`config.mk`:
```
export PLATFORM = sky130hd
export DESIGN_NAME = uart_word_sched
export DESIGN_NICKNAME = d
export VERILOG_FILES = /design/src/rtl/uart_word_sched.sv
export SDC_FILE = /design/constraint.sdc
export NUM_CORES = 1
export LEC_CHECK = 0
export CAP_MARGIN = 5
export CORE_MARGIN = 2
export CORE_UTILIZATION = 51
export CTS_CLUSTER_DIAMETER = 100
export CTS_CLUSTER_SIZE = 12
export DETAILED_ROUTE_END_ITERATION = 7
export PLACE_DENSITY = 0.8
export SLEW_MARGIN = 10
export SYNTH_ARGS = -nofsm -noshare
export SYNTH_HDL_FRONTEND = slang
export SYNTH_SLANG_ARGS = --single-unit
```
`constraint.sdc`:
```
create_clock -name clock -period 4.9 [get_ports clock]
set_input_delay 1.225 -clock clock [delete_from_list [all_inputs] [get_ports clock]]
set_output_delay 1.225 -clock clock [all_outputs]
set_load 0.02 [all_outputs]
```
`src/rtl/uart_word_sched.sv`:
```
// uart_word_sched: round-robin scheduler that takes whole words from N_CH
// requesters and serialises each one as a header beat followed by
// WORD_SIZE/WORD_PART data beats, MSB first, toward a UART transmitter.
//
// Handshakes (both sides): a transfer happens on a rising clock edge where
// valid and ready are both high. Once byte_valid is raised, byte_data and
// byte_valid hold until byte_ready is seen. req_ready is a combinational
// accept strobe that is only ever raised toward a channel whose req_valid is
// high in that same cycle, so req_ready alone marks the accepted word.
//
// WORD_PART must be at least 8 so that the header {4'hA, grant_id} fits.
module uart_word_sched #(
  parameter int N_CH      = 4,
  parameter int WORD_SIZE = 32,
  parameter int WORD_PART = 8
) (
  input  logic                      clock,
  input  logic                      reset,
  input  logic                      en,
  input  logic [N_CH*WORD_SIZE-1:0] req_data,
  input  logic [N_CH-1:0]           req_valid,
  output logic [N_CH-1:0]           req_ready,
  output logic [WORD_PART-1:0]      byte_data,
  output logic                      byte_valid,
  input  logic                      byte_ready,
  output logic                      busy,
  output logic [3:0]                grant_id,
  output logic [15:0]               frame_cnt,
  output logic [1:0]                state_dbg
);

  localparam int BEATS = WORD_SIZE / WORD_PART;
  localparam int BW    = (BEATS > 1) ? $clog2(BEATS) : 1;

  typedef enum logic [1:0] {
    IDLE = 2'd0,
    HDR  = 2'd1,
    DATA = 2'd2
  } state_t;

  state_t               state;
  logic [3:0]           rr_ptr;
  logic [BW-1:0]        beat_cnt;
  logic [WORD_SIZE-1:0] shreg;

  logic                 win_found;
  logic [3:0]           win_idx;
  logic [WORD_SIZE-1:0] win_word;
  logic [4:0]           cand;
  logic                 accept;
  logic [WORD_PART-1:0] hdr_byte;

  // Round-robin search: first valid channel at or after rr_ptr, wrapping.
  always_comb begin
    win_found = 1'b0;
    win_idx   = '0;
    win_word  = '0;
    cand      = '0;
    for (int k = 0; k < N_CH; k++) begin
      cand = 5'(rr_ptr) + 5'(k);
      if (cand >= 5'(N_CH)) cand = cand - 5'(N_CH);
      for (int i = 0; i < N_CH; i++) begin
        if (!win_found && req_valid[i] && (cand == 5'(i))) begin
          win_found = 1'b1;
          win_idx   = 4'(i);
          win_word  = req_data[i*WORD_SIZE +: WORD_SIZE];
        end
      end
    end
  end

  assign accept = (state == IDLE) && en && win_found;

  // Accept strobe: one-hot on the winner, only in an IDLE cycle that grants.
  always_comb begin
    req_ready = '0;
    if (accept) begin
      for (int i = 0; i < N_CH; i++) begin
        req_ready[i] = (win_idx == 4'(i));
      end
    end
  end

  // Header beat carries a fixed tag nibble and the granted channel index.
  always_comb begin
    hdr_byte      = '0;
    hdr_byte[7:0] = {4'hA, grant_id};
  end

  // Byte-side outputs decoded purely from registered state.
  always_comb begin
    byte_valid = (state != IDLE);
    busy       = (state != IDLE);
    state_dbg  = state;
    case (state)
      HDR:     byte_data = hdr_byte;
      DATA:    byte_data = shreg[WORD_SIZE-1 -: WORD_PART];
      default: byte_data = '0;
    endcase
  end

  // Frame sequencer: grant, header, data beats, then back to IDLE.
  always_ff @(posedge clock or posedge reset) begin
    if (reset) begin
      state     <= IDLE;
      rr_ptr    <= '0;
      grant_id  <= '0;
      frame_cnt <= '0;
      beat_cnt  <= '0;
      shreg     <= '0;
    end else begin
      case (state)
        IDLE: begin
          if (accept) begin
            shreg    <= win_word;
            grant_id <= win_idx;
            beat_cnt <= '0;
            state    <= HDR;
          end
        end
        HDR: begin
          if (byte_ready) state <= DATA;
        end
        DATA: begin
          if (byte_ready) begin
            shreg <= shreg << WORD_PART;
            if (beat_cnt == BW'(BEATS - 1)) begin
              beat_cnt  <= '0;
              state     <= IDLE;
              rr_ptr    <= (grant_id == 4'(N_CH - 1)) ? 4'd0 : grant_id + 4'd1;
              frame_cnt <= frame_cnt + 16'd1;
            end else begin
              beat_cnt <= beat_cnt + BW'(1);
            end
          end
        end
        default: state <= IDLE;
      endcase
    end
  end

endmodule

```
==> metrics.txt <==
status=completed; clock buffer depth=2; max frequency=0.209 GHz; Area Growth Syn to Fin=31.9%; final setup TNS=0 ns; # IOs=172; WL final=29400 um; CTS Hold Bufs=0; Clk Tree Root Cell=clkbuf_16; Setup Viol. Count Final=0; share of the synthesized area in the top cell type=0.207; Primary FF master, synth=dfrtp_1; Max IR drop VDD=211 uV; CTS tree=yes; met2 Use GR=0.621; pin count of the biggest net entering global routing=44; DP HPWL=21300 um; Async SR Flop Fraction=1.00; Core ar.=0.0131 sq mm; Mapped Area=0.00676 sq mm; main area contributors after synthesis=dfrtp_1 21%, nand2_1 6.9%, a22oi_1 4.1%, nor2_1 3.6%, a31oi_1 3.2%; cell count of the worst reg-to-reg path=9; reg-to-reg critical path startpoint=rr_ptr[1]$_DFFE_PP0P_; final net count=1207; most frequent cells in the layout=165 x clkdlybuf4s50_1, 124 x nand2_1, 65 x nor2_1, 60 x buf_4, 56 x dfrtp_1; startpoint class of the critical path=primary input; Antenna Cells=0; reg2reg setup slack=1.58 ns; met1 GRT Util=0.562; most common cell after layout, fill and taps aside=clkdlybuf4s50_1; min Tclk post-route=4.78 ns; worst slew pin tran=0.985 ns; cell mode on critical path=clkdlybuf4s50_1; total grt overflow=0; Worst R2R End=shreg[19]$_DFFE_PP0P_; Final Max Tran Viols=0; wire per inst=23.7 um; worst hold path stage count=1; Clock Sinks=56; count of warnings emitted by yosys=0; pwr dens=304 mW/mm^2; total iterations of the first detailed-routing run=7; share of layout cells above drive strength 1=0.0931; GRT busiest layer=met2; clock skew=0.00426 ns; RSZ-0062 raised after global routing=no; ANT nets after route=0; Final Hold Violating Endpoints=0; max incr delay on CP=0.61 ns; die width=119 um; number of global-route vias before repair=8221; Netlist cell types=83; first-pass GRT wire length=45700 um; Worst Path Required=3.67 ns; hold_sp=frame_cnt[15]$_DFFE_PP0P_; EDFF count, synth=0; vias=8854; num rows=42; Critical Path Sink Type=output port; initial antenna violation count=0; vias per inst=7.15; Max Cap Viol=0; period utilisation layout=0.976; FF+latch count, synth=56; Total GRT Usage=0.404; IO buf count=169; die height=119 um; cell count after synthesis=910; DP Cell Count=1231; die footprint=0.0142 sq mm; clk_lat worst skew=0.30 ns; Synth area leader=dfrtp_1; Slew HR=0.343; H-tree depth=2; slowest CP cell=clkdlybuf4s50_1; WP data arrival=3.56 ns; post-synthesis sequential area ratio=0.207; Setup CP Type=primary input to output port; # DRC=0; critical-path cell list=clkdlybuf4s50_1 > buf_4 > nand2b_1 > o22ai_1 > o21ba_2 > a21o_1 > or2_2 > nor2_1 > clkdlybuf4s50_1; CTS Buf Count=5; Lkg Pwr=3.37 nW; clock-pin slew on the worst setup and hold paths=0.07 ns; # Post-CTS Setup Buffers=0; Crit Path Max Fanout=11; met3 GRT Util=0.0814; Finished Layout Cells=1239; Min-Delay Path Class=register to register; Initial Util=0.517; Worst Hold End=frame_cnt[15]$_DFFE_PP0P_; routability cong.=1.03; Mapped Avg Cell Area=7.43 sq um; initial DRC count=1559
how the worst max path moves through the flow:
stage                       startpoint  slack, ns      endpoint
after floorplan           req_valid[3]       0.68  req_ready[2]
after global placement    req_valid[3]       0.01  req_ready[2]
final                     req_valid[1]       0.12  req_ready[1]
after global routing      req_valid[1]      0.001  req_ready[1]
after detailed placement  req_valid[3]      -0.07  req_ready[2]
after CTS                 req_valid[3]       0.02  req_ready[0]
flip-flops by register name (all words and copies together) (netlist names):
register,flops
shreg,32
frame_cnt,16
beat_cnt,2
grant_id,2
rr_ptr,2
state_dbg,2
cell families after synthesis:
group                    Yosys count  synth area share
AND/OR/NAND/NOR                  344             0.261
AO/OA/AOI/OAI                    363             0.395
other                              2           0.00111
XOR/XNOR                          15            0.0194
flip-flops                        56             0.207
multiplexers                      21            0.0335
adder cells (fa/ha/maj)            9            0.0167
buffers and inverters            100            0.0664
critical path, delay by kind of cell:
kind	cells	cell delay, ns
simple gates	3	0.52
buf+inv	3	1.25
compound gates	3	0.56
layout make-up:
type | instances | area, sq um
clock buffers | 5 | 125
repair buffers | 229 | 2150
fillers | 1096 | 4170
inverters | 13 | 48.8
well taps | 176 | 220
flip-flops and latches | 56 | 1400
multi-input cells | 757 | 4950
clock inverters | 3 | 27.5
where the power goes:
| group | switching (mW) | internal [mW] | total (mW) |
|---|---|---|---|
| sequential | 0.112 | 0.608 | 0.720 |
| combinational | 0.904 | 0.707 | 1.61 |
| clock | 0.182 | 0.195 | 0.377 |
synth_stat cells (all sizes together), types with 18 or more instances:
cell    instances
nand2         124
nor2           68
dfrtp          56
buf            44
clkbuf         43
a21oi          39
a22oi          37
a31oi          37
o21ai          37
o22ai          35
nand3          24
a221oi         22
and3           22
nand2b         21
a211oi         18
through the flow:
step / util / cell area [sq um] / total power, mW / hold slack [ns] / worst slack, ns
detailed placement: 0.668 / 8740 / 2.28 / 0.471 / -0.0690
global placement: 0.668 / 8740 / 2.27 / 0.459 / 0.0118
finish: 0.682 / 8920 / 2.71 / 0.477 / 0.118
floorplan: - / 6770 / 1.69 / 0.442 / 0.684
global route: 0.682 / 8920 / 2.86 / 0.501 / 0.00141
CTS: 0.680 / 8890 / 2.66 / 0.485 / 0.0212
per-layer routing:
metal  wire length (um)  vias up
met1              11500     4151
met5                  0        -
met2              12900      740
li1                   -     3857
met3               3920      106
met4               1050        0
timing repair:
action	4_1_cts	5_1_grt
hold endpoints to repair	0	0
pin swaps	0	0
setup endpoints to repair	1	3
resized for setup	1	7
Note: power is estimated with default switching activity, not from simulation.
